File: config.mk
export PLATFORM = sky130hd
export DESIGN_NAME = hazard_ctrl_flat
export DESIGN_NICKNAME = d
export VERILOG_FILES = /design/src/rtl/hazard_ctrl_if.sv /design/src/rtl/hazard_ctrl.sv /design/src/flat_wrapper.sv
export SDC_FILE = /design/constraint.sdc
export NUM_CORES = 1
export LEC_CHECK = 0
export ABC_AREA = 1
export BUFFER_PORTS_ARGS = -buffer_cell sky130_fd_sc_hd__buf_2
export CAP_MARGIN = 20
export CORE_MARGIN = 2
export CORE_UTILIZATION = 60
export CTS_CLUSTER_SIZE = 24
export DETAILED_ROUTE_END_ITERATION = 10
export PLACE_DENSITY = 0.95
export REMOVE_ABC_BUFFERS = 1
export SLEW_MARGIN = 25
export SYNTH_ARGS = -nofsm -noshare
export SYNTH_HDL_FRONTEND = slang
export SYNTH_SLANG_ARGS = --single-unit
export TNS_END_PERCENT = 100
File: constraint.sdc
create_clock -name CLK -period 2.4 [get_ports CLK]
set_input_delay 0.48 -clock CLK [delete_from_list [all_inputs] [get_ports CLK]]
set_output_delay 0.48 -clock CLK [all_outputs]
set_load 0.02 [all_outputs]
File: src/rtl/hazard_ctrl_if.sv
// Decode-stage hazard bus between the pipeline (master) and the hazard controller (slave).
interface hazard_ctrl_if #(
  parameter int REG_ADDR_W = 5,
  parameter int CNT_W      = 16
);
  logic                  ID_VALID;
  logic [REG_ADDR_W-1:0] ID_RS1;
  logic                  ID_RS1_USED;
  logic [REG_ADDR_W-1:0] ID_RS2;
  logic                  ID_RS2_USED;
  logic [REG_ADDR_W-1:0] ID_RD;
  logic                  ID_REGWRT;
  logic                  ID_MEMRD;
  logic                  EX_REDIRECT;
  logic                  STALL;
  logic                  BUBBLE;
  logic                  FLUSH;
  logic [CNT_W-1:0]      STALL_CNT;
  logic [1:0]            FWD_RS1_SEL;
  logic [1:0]            FWD_RS2_SEL;

  modport master (
    output ID_VALID, ID_RS1, ID_RS1_USED, ID_RS2, ID_RS2_USED,
           ID_RD, ID_REGWRT, ID_MEMRD, EX_REDIRECT,
    input  STALL, BUBBLE, FLUSH, STALL_CNT, FWD_RS1_SEL, FWD_RS2_SEL
  );

  modport slave (
    input  ID_VALID, ID_RS1, ID_RS1_USED, ID_RS2, ID_RS2_USED,
           ID_RD, ID_REGWRT, ID_MEMRD, EX_REDIRECT,
    output STALL, BUBBLE, FLUSH, STALL_CNT, FWD_RS1_SEL, FWD_RS2_SEL
  );
endinterface

File: src/rtl/hazard_ctrl.sv
// 5-stage pipeline hazard controller: write scoreboard, stall/bubble/flush, stall counter.
// Define HAZARD_FORWARD_EN to stall only on load-use and drive forwarding selects instead.
//
// state    | meaning
// ST_RUN   | no redirect penalty pending, flush counter is zero
// ST_FLUSH | flush counter nonzero, wrong-path instructions still being killed
module hazard_ctrl #(
  parameter int NUM_STAGES       = 3,
  parameter int REG_ADDR_W       = 5,
  parameter int REDIRECT_PENALTY = 2,
  parameter int CNT_W            = 16
) (
  input logic         CLK,
  input logic         RESET,
  hazard_ctrl_if.slave bus
);

  typedef enum logic {ST_RUN, ST_FLUSH} flush_st_t;

  localparam logic [3:0] PENALTY = 4'(REDIRECT_PENALTY);

  flush_st_t              state, state_nxt;
  logic [3:0]             flush_cnt, flush_cnt_nxt;
  logic [NUM_STAGES-1:0]  sb_valid;
  logic [REG_ADDR_W-1:0]  sb_rd [NUM_STAGES];
  logic [CNT_W-1:0]       stall_cnt;
  logic [NUM_STAGES-1:0]  match_rs1, match_rs2;
  logic                   hazard, stall, flush, insert;
  logic [1:0]             fwd_rs1, fwd_rs2;
`ifdef HAZARD_FORWARD_EN
  logic [NUM_STAGES-1:0]  sb_load;
`endif

  always_comb begin
    match_rs1 = '0;
    match_rs2 = '0;
    for (int i = 0; i < NUM_STAGES; i++) begin
      match_rs1[i] = bus.ID_VALID && bus.ID_RS1_USED && (bus.ID_RS1 != '0) &&
                     sb_valid[i] && (sb_rd[i] == bus.ID_RS1);
      match_rs2[i] = bus.ID_VALID && bus.ID_RS2_USED && (bus.ID_RS2 != '0) &&
                     sb_valid[i] && (sb_rd[i] == bus.ID_RS2);
    end
  end

  // State register: flush FSM, scoreboard shift and stall counter
  always_ff @(posedge CLK or negedge RESET) begin
    if (!RESET) begin
      state     <= ST_RUN;
      flush_cnt <= '0;
      sb_valid  <= '0;
      stall_cnt <= '0;
      for (int i = 0; i < NUM_STAGES; i++) sb_rd[i] <= '0;
`ifdef HAZARD_FORWARD_EN
      sb_load   <= '0;
`endif
    end else begin
      state     <= state_nxt;
      flush_cnt <= flush_cnt_nxt;
      sb_valid  <= {sb_valid[NUM_STAGES-2:0], insert};
      for (int i = 1; i < NUM_STAGES; i++) sb_rd[i] <= sb_rd[i-1];
      sb_rd[0]  <= insert ? bus.ID_RD : '0;
`ifdef HAZARD_FORWARD_EN
      sb_load   <= {sb_load[NUM_STAGES-2:0], insert & bus.ID_MEMRD};
`endif
      if (stall && (stall_cnt != '1)) stall_cnt <= stall_cnt + CNT_W'(1);
    end
  end

  always_comb begin
    flush_cnt_nxt = flush_cnt;
    if (bus.EX_REDIRECT)
      flush_cnt_nxt = PENALTY;
    else if (flush_cnt != '0)
      flush_cnt_nxt = flush_cnt - 4'd1;
    state_nxt = (flush_cnt_nxt != '0) ? ST_FLUSH : ST_RUN;
  end

  // Outputs are gated by RESET so they drop the instant reset asserts
  always_comb begin
    flush   = RESET && (bus.EX_REDIRECT || (state == ST_FLUSH));
`ifdef HAZARD_FORWARD_EN
    hazard  = (match_rs1[0] || match_rs2[0]) && sb_load[0];
`else
    hazard  = (|match_rs1) || (|match_rs2);
`endif
    stall   = RESET && hazard && !flush;
    insert  = bus.ID_VALID && bus.ID_REGWRT && (bus.ID_RD != '0) && !stall && !flush;
    fwd_rs1 = 2'd0;
    fwd_rs2 = 2'd0;
`ifdef HAZARD_FORWARD_EN
    // Walk oldest to youngest so the youngest producer wins
    for (int i = NUM_STAGES - 1; i >= 0; i--) begin
      if (match_rs1[i]) fwd_rs1 = 2'(i + 1);
      if (match_rs2[i]) fwd_rs2 = 2'(i + 1);
    end
    if (stall || flush) begin
      fwd_rs1 = 2'd0;
      fwd_rs2 = 2'd0;
    end
`endif
  end

  assign bus.STALL       = stall;
  assign bus.BUBBLE      = stall || flush;
  assign bus.FLUSH       = flush;
  assign bus.STALL_CNT   = stall_cnt;
  assign bus.FWD_RS1_SEL = fwd_rs1;
  assign bus.FWD_RS2_SEL = fwd_rs2;

endmodule

File: src/flat_wrapper.sv
// flat-port wrapper written by rule: the top's interface ports become plain ports
module hazard_ctrl_flat 
#(
  parameter int NUM_STAGES       = 3,
  parameter int REG_ADDR_W       = 5,
  parameter int REDIRECT_PENALTY = 2,
  parameter int CNT_W            = 16
)
  (CLK, RESET, bus_ID_VALID, bus_ID_RS1, bus_ID_RS1_USED, bus_ID_RS2, bus_ID_RS2_USED, bus_ID_RD, bus_ID_REGWRT, bus_ID_MEMRD, bus_EX_REDIRECT, bus_STALL, bus_BUBBLE, bus_FLUSH, bus_STALL_CNT, bus_FWD_RS1_SEL, bus_FWD_RS2_SEL);
  hazard_ctrl_if #(.REG_ADDR_W(REG_ADDR_W), .CNT_W(CNT_W)) bus_i ();
  input logic CLK;
  input logic RESET;
  input wire logic [$bits(bus_i.ID_VALID)-1:0] bus_ID_VALID;
  input wire logic [$bits(bus_i.ID_RS1)-1:0] bus_ID_RS1;
  input wire logic [$bits(bus_i.ID_RS1_USED)-1:0] bus_ID_RS1_USED;
  input wire logic [$bits(bus_i.ID_RS2)-1:0] bus_ID_RS2;
  input wire logic [$bits(bus_i.ID_RS2_USED)-1:0] bus_ID_RS2_USED;
  input wire logic [$bits(bus_i.ID_RD)-1:0] bus_ID_RD;
  input wire logic [$bits(bus_i.ID_REGWRT)-1:0] bus_ID_REGWRT;
  input wire logic [$bits(bus_i.ID_MEMRD)-1:0] bus_ID_MEMRD;
  input wire logic [$bits(bus_i.EX_REDIRECT)-1:0] bus_EX_REDIRECT;
  output wire logic [$bits(bus_i.STALL)-1:0] bus_STALL;
  output wire logic [$bits(bus_i.BUBBLE)-1:0] bus_BUBBLE;
  output wire logic [$bits(bus_i.FLUSH)-1:0] bus_FLUSH;
  output wire logic [$bits(bus_i.STALL_CNT)-1:0] bus_STALL_CNT;
  output wire logic [$bits(bus_i.FWD_RS1_SEL)-1:0] bus_FWD_RS1_SEL;
  output wire logic [$bits(bus_i.FWD_RS2_SEL)-1:0] bus_FWD_RS2_SEL;
  assign bus_i.ID_VALID = bus_ID_VALID;
  assign bus_i.ID_RS1 = bus_ID_RS1;
  assign bus_i.ID_RS1_USED = bus_ID_RS1_USED;
  assign bus_i.ID_RS2 = bus_ID_RS2;
  assign bus_i.ID_RS2_USED = bus_ID_RS2_USED;
  assign bus_i.ID_RD = bus_ID_RD;
  assign bus_i.ID_REGWRT = bus_ID_REGWRT;
  assign bus_i.ID_MEMRD = bus_ID_MEMRD;
  assign bus_i.EX_REDIRECT = bus_EX_REDIRECT;
  assign bus_STALL = bus_i.STALL;
  assign bus_BUBBLE = bus_i.BUBBLE;
  assign bus_FLUSH = bus_i.FLUSH;
  assign bus_STALL_CNT = bus_i.STALL_CNT;
  assign bus_FWD_RS1_SEL = bus_i.FWD_RS1_SEL;
  assign bus_FWD_RS2_SEL = bus_i.FWD_RS2_SEL;
  hazard_ctrl #(.NUM_STAGES(NUM_STAGES), .REG_ADDR_W(REG_ADDR_W), .REDIRECT_PENALTY(REDIRECT_PENALTY), .CNT_W(CNT_W)) u_core (.CLK(CLK), .RESET(RESET), .bus(bus_i));
endmodule
==> summary.txt, run 1 <==
Worst setup path
  – CP Class: register to output port
  – R2r setup slk: 0.55 ns
  – R2r endpoint: u_core.state$_DFF_PN0_
  – Worst r2r src: u_core.flush_cnt[0]$_DFF_PN0_
  – Max FO, Critical Path: 5
  – Req. time, crit path: 1.92 ns
  – CP arrival: 1.78 ns
  – R2R depth: 8
  – Setup crit end kind: output port
  – CP Launch Type: register

Clock tree
  – Setup bufs post-CTS: 0
  – CTS Buffer Depth: 2
  – Clk sinks: 39
  – Number of H-tree levels: 2
  – Clk root buf: clkbuf_8
  – TritonCTS Buffers: 5
  – Clk_lat worst skew: 0.29 ns
  – Post-CTS sizing: 0
  – CTS tree: built
  – Cts hold-fix bufs: 0
  – Clk slew on worst S/H paths: 0.07 ns

Synth
  – Library cells used by synthesis: 32
  – Mapped Avg Cell Area: 6.896 um2
  – Mapped cell area: 2400 um2
  – Largest cells by area after synthesis: dfrtp_1, nand2_1, inv_1, nor2_1, nand3_1
  – Most common cell in the synthesized netlist: nand2_1
  – Dominant cell type by area after synthesis: dfrtp_1
  – Number of enable flip-flop cells after synthesis: 0
  – Synth top area share: 40.67%
  – Post-Syn Instances: 348
  – Seq/Total Area, Yosys: 40.67%
  – Synthesized flop and latch total: 39
  – Main synth FF type: dfrtp_1
  – Yosys Warn Count: 0
  – Ys async rst share: 100.0%
  – Top cells by count, synth: nand2_1, inv_1, nor2_1

Placement
  – GPL Wtd Cong: 0.9426
  – Buffers on Ports: 40
  – DPL Wire Length: 4078 um

GRT
  – Largest net degree at the start of global routing: 38
  – Global-route usage over all layers: 26.63%
  – Initial antenna violation count: 0
  – Vias in the first global route: 2,112
  – First-pass GRT wire length: 9011 um
  – Gr ovfl total: 0

Final layout
  – Layout cells sized above 1: 17.47%
  – Ant. Diodes: 0
  – Nets: 419
  – Syn-to-layout area delta: 13.40%

Floorplanning
  – Die area: 4521 um2
  – Starting Density: 64.10%
  – Num rows: 22
  – Die W: 67.24 um
  – Die H: 67.24 um
  – Core footprint: 3744 um2
  – I/O Pins: 46

Hold path
  – Min-Delay Path Class: input port to async pin

Power
  – Leakage: 1.552 nW
  – Peak supply drop: 0.5315 mV
  – Pwr Total: 1.433 mW
  – Power density over the cells: 526.7 nW/um2

Timing
  – Fmax: 0.4432 GHz
  – RSZ-0062 raised after global routing: no
  – Final Hold Fails: 0
  – Setup Skew: 0.006492 ns
  – Setup_tns: 0 ns
  – Finish-stage setup viols: 0
  – Final slew viol count: 0
  – Fin crit period: 2.256 ns
  – Crit share post-route: 94.01%

Route
  – Drt first pass iters: 4
  – Number of DRC markers in iteration 0: 145
  – Detail Route Antenna Nets: 0
  – DRC: 0
  – Per-cell routed wire length: 11.86 um
  – Vias: 2,284
  – Total Wirelength: 5254 um
  – DR vias/cell: 5.156

Outcome
  – Outcome: finished, final reports clean

Flow run
  – Max-Cap Viols: 0
-- power by group --
group / switching (mW) / internal, mW / leakage (nW)
Combinational: 0.177 / 0.0947 / 0.981
Clock: 0.223 / 0.204 / 0.0422
Sequential: 0.0290 / 0.706 / 0.529
-- worst max-delay path by stage --
stage	startpoint	endpoint	slack, ns	cells past startpoint
floorplan	bus_ID_RS1[1]	bus_STALL	0.65	10
global placement	bus_ID_RS2[0]	bus_STALL	0.31	12
detailed placement	bus_ID_RS2[0]	bus_STALL	0.28	12
CTS	u_core.sb_rd[14]$_DFF_PN0_	bus_STALL	0.16	10
global route	u_core.sb_rd[14]$_DFF_PN0_	bus_STALL	0.02	11
finish	u_core.sb_rd[14]$_DFF_PN0_	bus_STALL	0.14	11
-- cell usage in the layout (no fill, tap or decap), types with 4 or more instances in the layout --
cell type	synthesis	routed
nor3_1	6	6
nand2_2	4	4
clkbuf_8	0	5
inv_1	41	41
inv_2	9	9
conb_1	1	4
nand2_1	140	140
nand4_1	4	4
nor2_1	40	40
dfrtp_1	39	39
nand3_1	17	17
xor2_1	9	9
xnor2_1	5	5
buf_2	1	40
o21ai_0	6	6
-- stage by stage --
stage | hold slack [ns] | util [%] | std cells | instance area (um2) | setup WS [ns]
final | 0.02353 | 72.69 | 443 | 2721 | 0.1438
after detailed placement | 0.3291 | 70.52 | 435 | 2640 | 0.2841
after floorplan | 0.1844 | - | 345 | 2365 | 0.6541
after global placement | 0.3281 | 70.52 | 435 | 2640 | 0.3082
after CTS | 0.01119 | 72.69 | 443 | 2721 | 0.1574
after global routing | 0.01826 | 72.69 | 443 | 2721 | 0.02297
-- kinds of logic (layout without fill, tap and decap cells) --
logic type                 after synthesis  after routing  synth area share [%]
buffers and inverters                   56            100                 9.750
other                                    1              4                0.1563
xor gates and xnor gates                14             14                 5.110
adders and majority gates                2              2                 1.043
and+or+nand+nor                        224            224                 40.35
AOI/OAI and AO/OA                       12             12                 2.920
DFF                                     39             39                 40.67
-- metal layers --
metal,routed length (um),share of wire (%),global-route usage [%],vias up
met2,2544,48,44.68,71
met3,333,6.3,6.833,14
met4,112,2.1,9.694,0
met5,0,0,0,-
met1,2264,43,33.22,1047
li1,-,-,-,1152
-- worst max-delay path, cell delays in order (launching register included) --
cell and delay, ns:
dfrtp_1 0.47, inv_1 0.06, nand2_1 0.06, nand2_1 0.05, nor2_1 0.11, nand3_1 0.10, nand3_2 0.09, nand2_2 0.06
nand2_4 0.10, nand3_1 0.10, inv_1 0.11, buf_2 0.17
-- cell type report --
class / count / area (um2)
clock buffer: 7 / 76.32
clock inverter: 1 / 5.005
fill: 312 / 1022
inverter: 50 / 187.7
multi-input combinational: 256 / 1201
sequential: 39 / 975.9
tap: 48 / 60.06
timing repair buffer: 42 / 215.2
-- state kept, by name, summed over array words and instances (netlist names) --
register              count
u_core.flush_cnt          4
u_core.bus.STALL_CNT     16
u_core.sb_valid           3
u_core.state              1
u_core.sb_rd             15
No activity file was read; power rests on OpenSTA's default activity.
==> run 2: changes to the inputs <==
- PLACE_DENSITY: 0.95 -> 0.9
==> summary.txt, run 2 (synthesis gave the netlist of run 1 again) <==
Outcome
  – Outcome: finished, final reports clean (unchanged)

Power
  – Leakage: 1.570 nW (was 1.552 nW)
  – Pwr Total: 1.490 mW (was 1.433 mW)
  – Peak supply drop: 0.4693 mV (was 0.5315 mV)
  – Power density over the cells: 540.2 nW/um2 (was 526.7 nW/um2)

Floorplanning
  – Die W: 67.24 um (unchanged)
  – I/O Pins: 46 (unchanged)
  – Num rows: 22 (unchanged)
  – Core footprint: 3744 um2 (unchanged)
  – Die area: 4521 um2 (unchanged)
  – Die H: 67.24 um (unchanged)
  – Starting Density: 64.10% (unchanged)

Route
  – Drt first pass iters: 5 (was 4)
  – DR vias/cell: 5.108 (was 5.156)
  – Detail Route Antenna Nets: 0 (unchanged)
  – Vias: 2,273 (was 2,284)
  – Total Wirelength: 5357 um (was 5254 um)
  – DRC: 0 (unchanged)
  – Number of DRC markers in iteration 0: 184 (was 145)
  – Per-cell routed wire length: 12.04 um (was 11.86 um)

Flow run
  – Max-Cap Viols: 0 (unchanged)

Timing
  – Fmax: 0.4489 GHz (was 0.4432 GHz)
  – Finish-stage setup viols: 0 (unchanged)
  – Setup Skew: 0.006793 ns (was 0.006492 ns)
  – RSZ-0062 raised after global routing: no (unchanged)
  – Worst hold margin: 0.04271 ns (was 0.02353 ns)
  – Fin crit period: 2.228 ns (was 2.256 ns)
  – Final worst slack: 0.1721 ns (was 0.1438 ns)
  – Crit share post-route: 92.83% (was 94.01%)
  – Final Hold Fails: 0 (unchanged)
  – Setup_tns: 0 ns (unchanged)
  – Final slew viol count: 0 (unchanged)

Worst setup path
  – CP Class: register to output port (unchanged)
  – Max stage delay cell, worst path: dfrtp_1 (unchanged)
  – Req. time, crit path: 1.92 ns (about the same)
  – CP arrival: 1.75 ns (was 1.78 ns)
  – Slowest stage delay, CP: 0.41 ns (was 0.47 ns)
  – CP Launch Type: register (unchanged)
  – Setup crit end kind: output port (unchanged)
  – Crit path cell chain: inv_1 > nand2_1 > nand2_1 > nor2_1 > nand3_1 > nand3_2 > nand2_2 > nand2_4 > nand3_1 > inv_1 > buf_2 (unchanged)
  – Max FO, Critical Path: 5 (unchanged)

Clock tree
  – Clk slew on worst S/H paths: 0.07 ns (about the same)
  – Setup bufs post-CTS: 0 (unchanged)
  – Post-CTS sizing: 0 (unchanged)
  – Clk sinks: 39 (unchanged)
  – CTS Buffer Depth: 2 (unchanged)
  – Clk root buf: clkbuf_8 (unchanged)
  – CTS tree: built (unchanged)
  – Cts hold-fix bufs: 0 (unchanged)
  – Number of H-tree levels: 2 (unchanged)
  – TritonCTS Buffers: 5 (unchanged)
  – Clk_lat worst skew: 0.29 ns (about the same)

GRT
  – Initial antenna violation count: 0 (unchanged)
  – Global-route usage over all layers: 26.33% (was 26.63%)
  – Vias in the first global route: 2,061 (was 2,112)
  – Largest net degree at the start of global routing: 16 (was 38)
  – Gr ovfl total: 0 (unchanged)
  – First-pass GRT wire length: 8983 um (was 9011 um)

Placement
  – DPL Wire Length: 4189 um (was 4078 um)
  – Setup Slack @ Placement: 0.2984 ns (was 0.2841 ns)
  – DP Cell Count: 437 (was 435)
  – GPL Wtd Cong: 0.9410 (was 0.9426)
  – Buffers on Ports: 40 (unchanged)

Final layout
  – Nets: 421 (was 419)
  – Most common cell after layout, fill and taps aside: nand2_1 (unchanged)
  – Largest register FFs: 16 (unchanged)
  – Post-Layout Cell Count: 445 (was 443)
  – Ant. Diodes: 0 (unchanged)
  – Most frequent cells in the layout: nand2_1, inv_1, nor2_1, buf_2, dfrtp_1 (unchanged)
  – Layout cells sized above 1: 18.39% (was 17.47%)
  – Syn-to-layout area delta: 14.96% (was 13.40%)

Hold path
  – Min-Delay Path Class: input port to async pin (unchanged)
[run 2: cell count changes in the layout (fill, tap and decap cells not counted)]
cell | before | now
buf_4 | 2 | 4
clkbuf_1 | 2 | 0
clkbuf_8 | 5 | 7
clkinv_2 | 1 | 0
clkinvlp_4 | 0 | 1
[run 2: worst max-delay path, delay by kind of cell (launching register included)]
family	cells	cell delay [ns]
buffers and inverters	3	0.32
and+or+nand+nor	8	0.72
DFF	1	0.41
[run 2: area by class of cell]
class	count	area [um2]
inverter	50	187.7
timing repair buffer	44	230.2
clock inverter	1	7.507
fill	325	984.7
multi-input combinational	256	1201
clock buffer	7	96.34
tap	48	60.06
sequential	39	975.9
[run 2: final timing paths]
check                                              startpoint                             endpoint  slack, ns  depth (start not counted)
worst max-delay path               u_core.sb_rd[10]$_DFF_PN0_                            bus_STALL       0.17                         11
worst min register to register      u_core.sb_rd[6]$_DFF_PN0_            u_core.sb_rd[1]$_DFF_PN0_       0.41                          0
worst min-delay path                                    RESET  u_core.bus.STALL_CNT[2]$_DFFE_PN0P_       0.04                          1
max in group asynchronous                               RESET         u_core.sb_valid[2]$_DFF_PN0_       1.90                          2
worst max register to register  u_core.flush_cnt[0]$_DFF_PN0_               u_core.state$_DFF_PN0_       0.58                          8
min in group CLK                    u_core.sb_rd[6]$_DFF_PN0_            u_core.sb_rd[1]$_DFF_PN0_       0.41                          0
[run 2: routing by layer]
| layer | up-vias | share of wire [%] | track usage, % |
|---|---|---|---|
| li1 | 1155 | - | - |
| met1 | 1033 | 44 | 33.84 |
| met2 | 74 | 48 | 44.93 |
| met3 | 11 | 6.7 | 6.833 |
| met4 | 0 | 1.2 | 5.612 |
| met5 | - | 0 | 0 |
[run 2: per-stage QoR]
stage               util (%)  cell area [um2]
floorplan                  -             2365
global placement       70.92             2655
CTS                    73.70             2759
global route           73.70             2759
detailed placement     70.92             2655
finish                 73.70             2759
[run 2: report_power, final]
| part | total [mW] | leakage (nW) | internal, mW | switching, mW |
|---|---|---|---|---|
| Clock | 0.482 | 0.0505 | 0.261 | 0.221 |
| Combinational | 0.273 | 0.990 | 0.0967 | 0.176 |
| Sequential | 0.736 | 0.529 | 0.706 | 0.0300 |
| Total | 1.49 | 1.57 | 1.06 | 0.427 |
==> run 3: changes to the inputs <==
- CTS_BUF_LIST: not set -> sky130_fd_sc_hd__clkbuf_16
==> summary.txt, run 3 (synthesis gave the netlist of run 1 again) <==
Route
  – Total Wirelength: 5466 um (was 5357 um)
  – Drt first pass iters: 5 (unchanged)
  – Number of DRC markers in iteration 0: 167 (was 184)
  – DRC: 0 (unchanged)
  – Vias: 2,328 (was 2,273)
  – DR vias/cell: 5.231 (was 5.108)
  – Detail Route Antenna Nets: 0 (unchanged)
  – Per-cell routed wire length: 12.28 um (was 12.04 um)

Timing
  – RSZ-0062 raised after global routing: no (unchanged)
  – Final slew viol count: 0 (unchanged)
  – Fmax: 0.4508 GHz (was 0.4489 GHz)
  – Setup_tns: 0 ns (unchanged)
  – Crit share post-route: 92.42% (was 92.83%)
  – Finish-stage setup viols: 0 (unchanged)
  – Setup Skew: 0.004576 ns (was 0.006793 ns)
  – Worst hold margin: 0.05663 ns (was 0.04271 ns)
  – Final Hold Fails: 0 (unchanged)
  – Fin crit period: 2.218 ns (was 2.228 ns)

Power
  – Leakage: 1.585 nW (was 1.570 nW)
  – Peak supply drop: 0.5174 mV (was 0.4693 mV)
  – Power density over the cells: 584.6 nW/um2 (was 540.2 nW/um2)

GRT
  – Largest net degree at the start of global routing: 16 (unchanged)
  – Global-route usage over all layers: 26.76% (was 26.33%)
  – Gr ovfl total: 0 (unchanged)
  – Initial antenna violation count: 0 (unchanged)
  – First-pass GRT wire length: 9059 um (was 8983 um)
  – Vias in the first global route: 2,065 (was 2,061)

Final layout
  – Most frequent cells in the layout: nand2_1, inv_1, nor2_1, buf_2, dfrtp_1 (unchanged)
  – Utilization after layout: 74.67% (was 73.70%)
  – Fillers: 309 (was 325)
  – Fin area: 2795 um2 (was 2759 um2)
  – Nets: 421 (unchanged)
  – Largest register FFs: 16 (unchanged)
  – Layout cells sized above 1: 17.88% (was 18.39%)
  – Most common cell after layout, fill and taps aside: nand2_1 (unchanged)
  – Ant. Diodes: 0 (unchanged)
  – Syn-to-layout area delta: 16.48% (was 14.96%)

Outcome
  – Outcome: finished, final reports clean (unchanged)

Placement
  – Buffers on Ports: 40 (unchanged)
  – DP Area: 2655 um2 (unchanged)
  – DPL Wire Length: 4189 um (unchanged)
  – GPL Wtd Cong: 0.9410 (unchanged)

Flow run
  – Max-Cap Viols: 0 (unchanged)

Floorplanning
  – Starting Density: 64.10% (unchanged)
  – Die area: 4521 um2 (unchanged)
  – Die W: 67.24 um (unchanged)
  – Core footprint: 3744 um2 (unchanged)
  – Num rows: 22 (unchanged)
  – I/O Pins: 46 (unchanged)
  – Die H: 67.24 um (unchanged)

Worst setup path
  – Setup crit end kind: output port (unchanged)
  – CP arrival: 1.74 ns (was 1.75 ns)
  – Req. time, crit path: 1.92 ns (about the same)
  – R2R depth: 8 (unchanged)
  – R2r endpoint: u_core.state$_DFF_PN0_ (unchanged)
  – End of the critical path: bus_STALL (unchanged)
  – Max FO, Critical Path: 5 (unchanged)
  – CP Launch Type: register (unchanged)
  – Critical path origin: u_core.sb_rd[10]$_DFF_PN0_ (unchanged)
  – R2r setup slk: 0.59 ns (was 0.58 ns)
  – CP Class: register to output port (unchanged)
  – Worst r2r src: u_core.flush_cnt[0]$_DFF_PN0_ (unchanged)

Clock tree
  – Post-CTS sizing: 0 (unchanged)
  – Clk slew on worst S/H paths: 0.05 ns (was 0.07 ns)
  – Clk root buf: clkbuf_16 (was clkbuf_8)
  – Number of H-tree levels: 2 (unchanged)
  – CTS Buffer Depth: 2 (unchanged)
  – Cts hold-fix bufs: 0 (unchanged)
  – Clk_lat worst skew: 0.28 ns (was 0.29 ns)
  – Clk sinks: 39 (unchanged)
  – TritonCTS Buffers: 5 (unchanged)
  – Setup bufs post-CTS: 0 (unchanged)
  – CTS tree: built (unchanged)

Hold path
  – Min-Delay Path Class: input port to async pin (unchanged)
[run 3: critical path: stages, from the launching register on]
cell and delay [ns]:
dfrtp_1 0.40, inv_1 0.07, nand2_1 0.06, nand2_1 0.07, nor2_1 0.14, nand3_1 0.10
nand3_2 0.09, nand2_2 0.06, nand2_4 0.11, nand3_1 0.09, inv_1 0.10, buf_2 0.16
[run 3: final cells by class]
cell class              instances  area, um2  area share, %
flip-flops and latches         39      975.9          34.91
multi-input cells             256       1201          42.97
clock buffers                   5      125.1          4.476
repair buffers                 44      230.2          8.236
well taps                      48      60.06          2.149
inverters                      50      187.7          6.714
clock inverters                 3      15.01         0.5372
[run 3: through the flow]
stage               power [mW]  std cells  setup slack, ns
floorplan               0.9166        345           0.6541
global placement         1.004        437           0.3279
detailed placement       1.021        437           0.2984
CTS                      1.641        445           0.1923
global route             1.719        445          0.06193
finish                   1.634        445           0.1818
[run 3: how the worst min path moves through the flow]
stage          startpoint                             endpoint  slack, ns
6_report            RESET  u_core.bus.STALL_CNT[2]$_DFFE_PN0P_       0.06
3_3_place_gp        RESET  u_core.bus.STALL_CNT[2]$_DFFE_PN0P_       0.34
4_1_cts             RESET  u_core.bus.STALL_CNT[2]$_DFFE_PN0P_       0.05
5_1_grt             RESET  u_core.bus.STALL_CNT[2]$_DFFE_PN0P_       0.06
3_5_place_dp        RESET  u_core.bus.STALL_CNT[2]$_DFFE_PN0P_       0.35
2_1_floorplan       RESET  u_core.bus.STALL_CNT[0]$_DFFE_PN0P_       0.18
[run 3: layer usage]
| layer | track usage [%] | vias to the layer above | part of all wire (%) |
|---|---|---|---|
| li1 | - | 1158 | - |
| met1 | 34.60 | 1049 | 42 |
| met2 | 44.55 | 103 | 49 |
| met3 | 6.500 | 18 | 7.0 |
| met4 | 8.163 | 0 | 2.0 |
| met5 | 0 | - | 0 |
[run 3: where the power goes]
| part | total [mW] | switching, mW | internal, mW |
|---|---|---|---|
| Sequential | 0.738 | 0.0311 | 0.707 |
| Clock | 0.624 | 0.247 | 0.377 |
| Combinational | 0.272 | 0.176 | 0.0967 |
| Total | 1.63 | 0.454 | 1.18 |
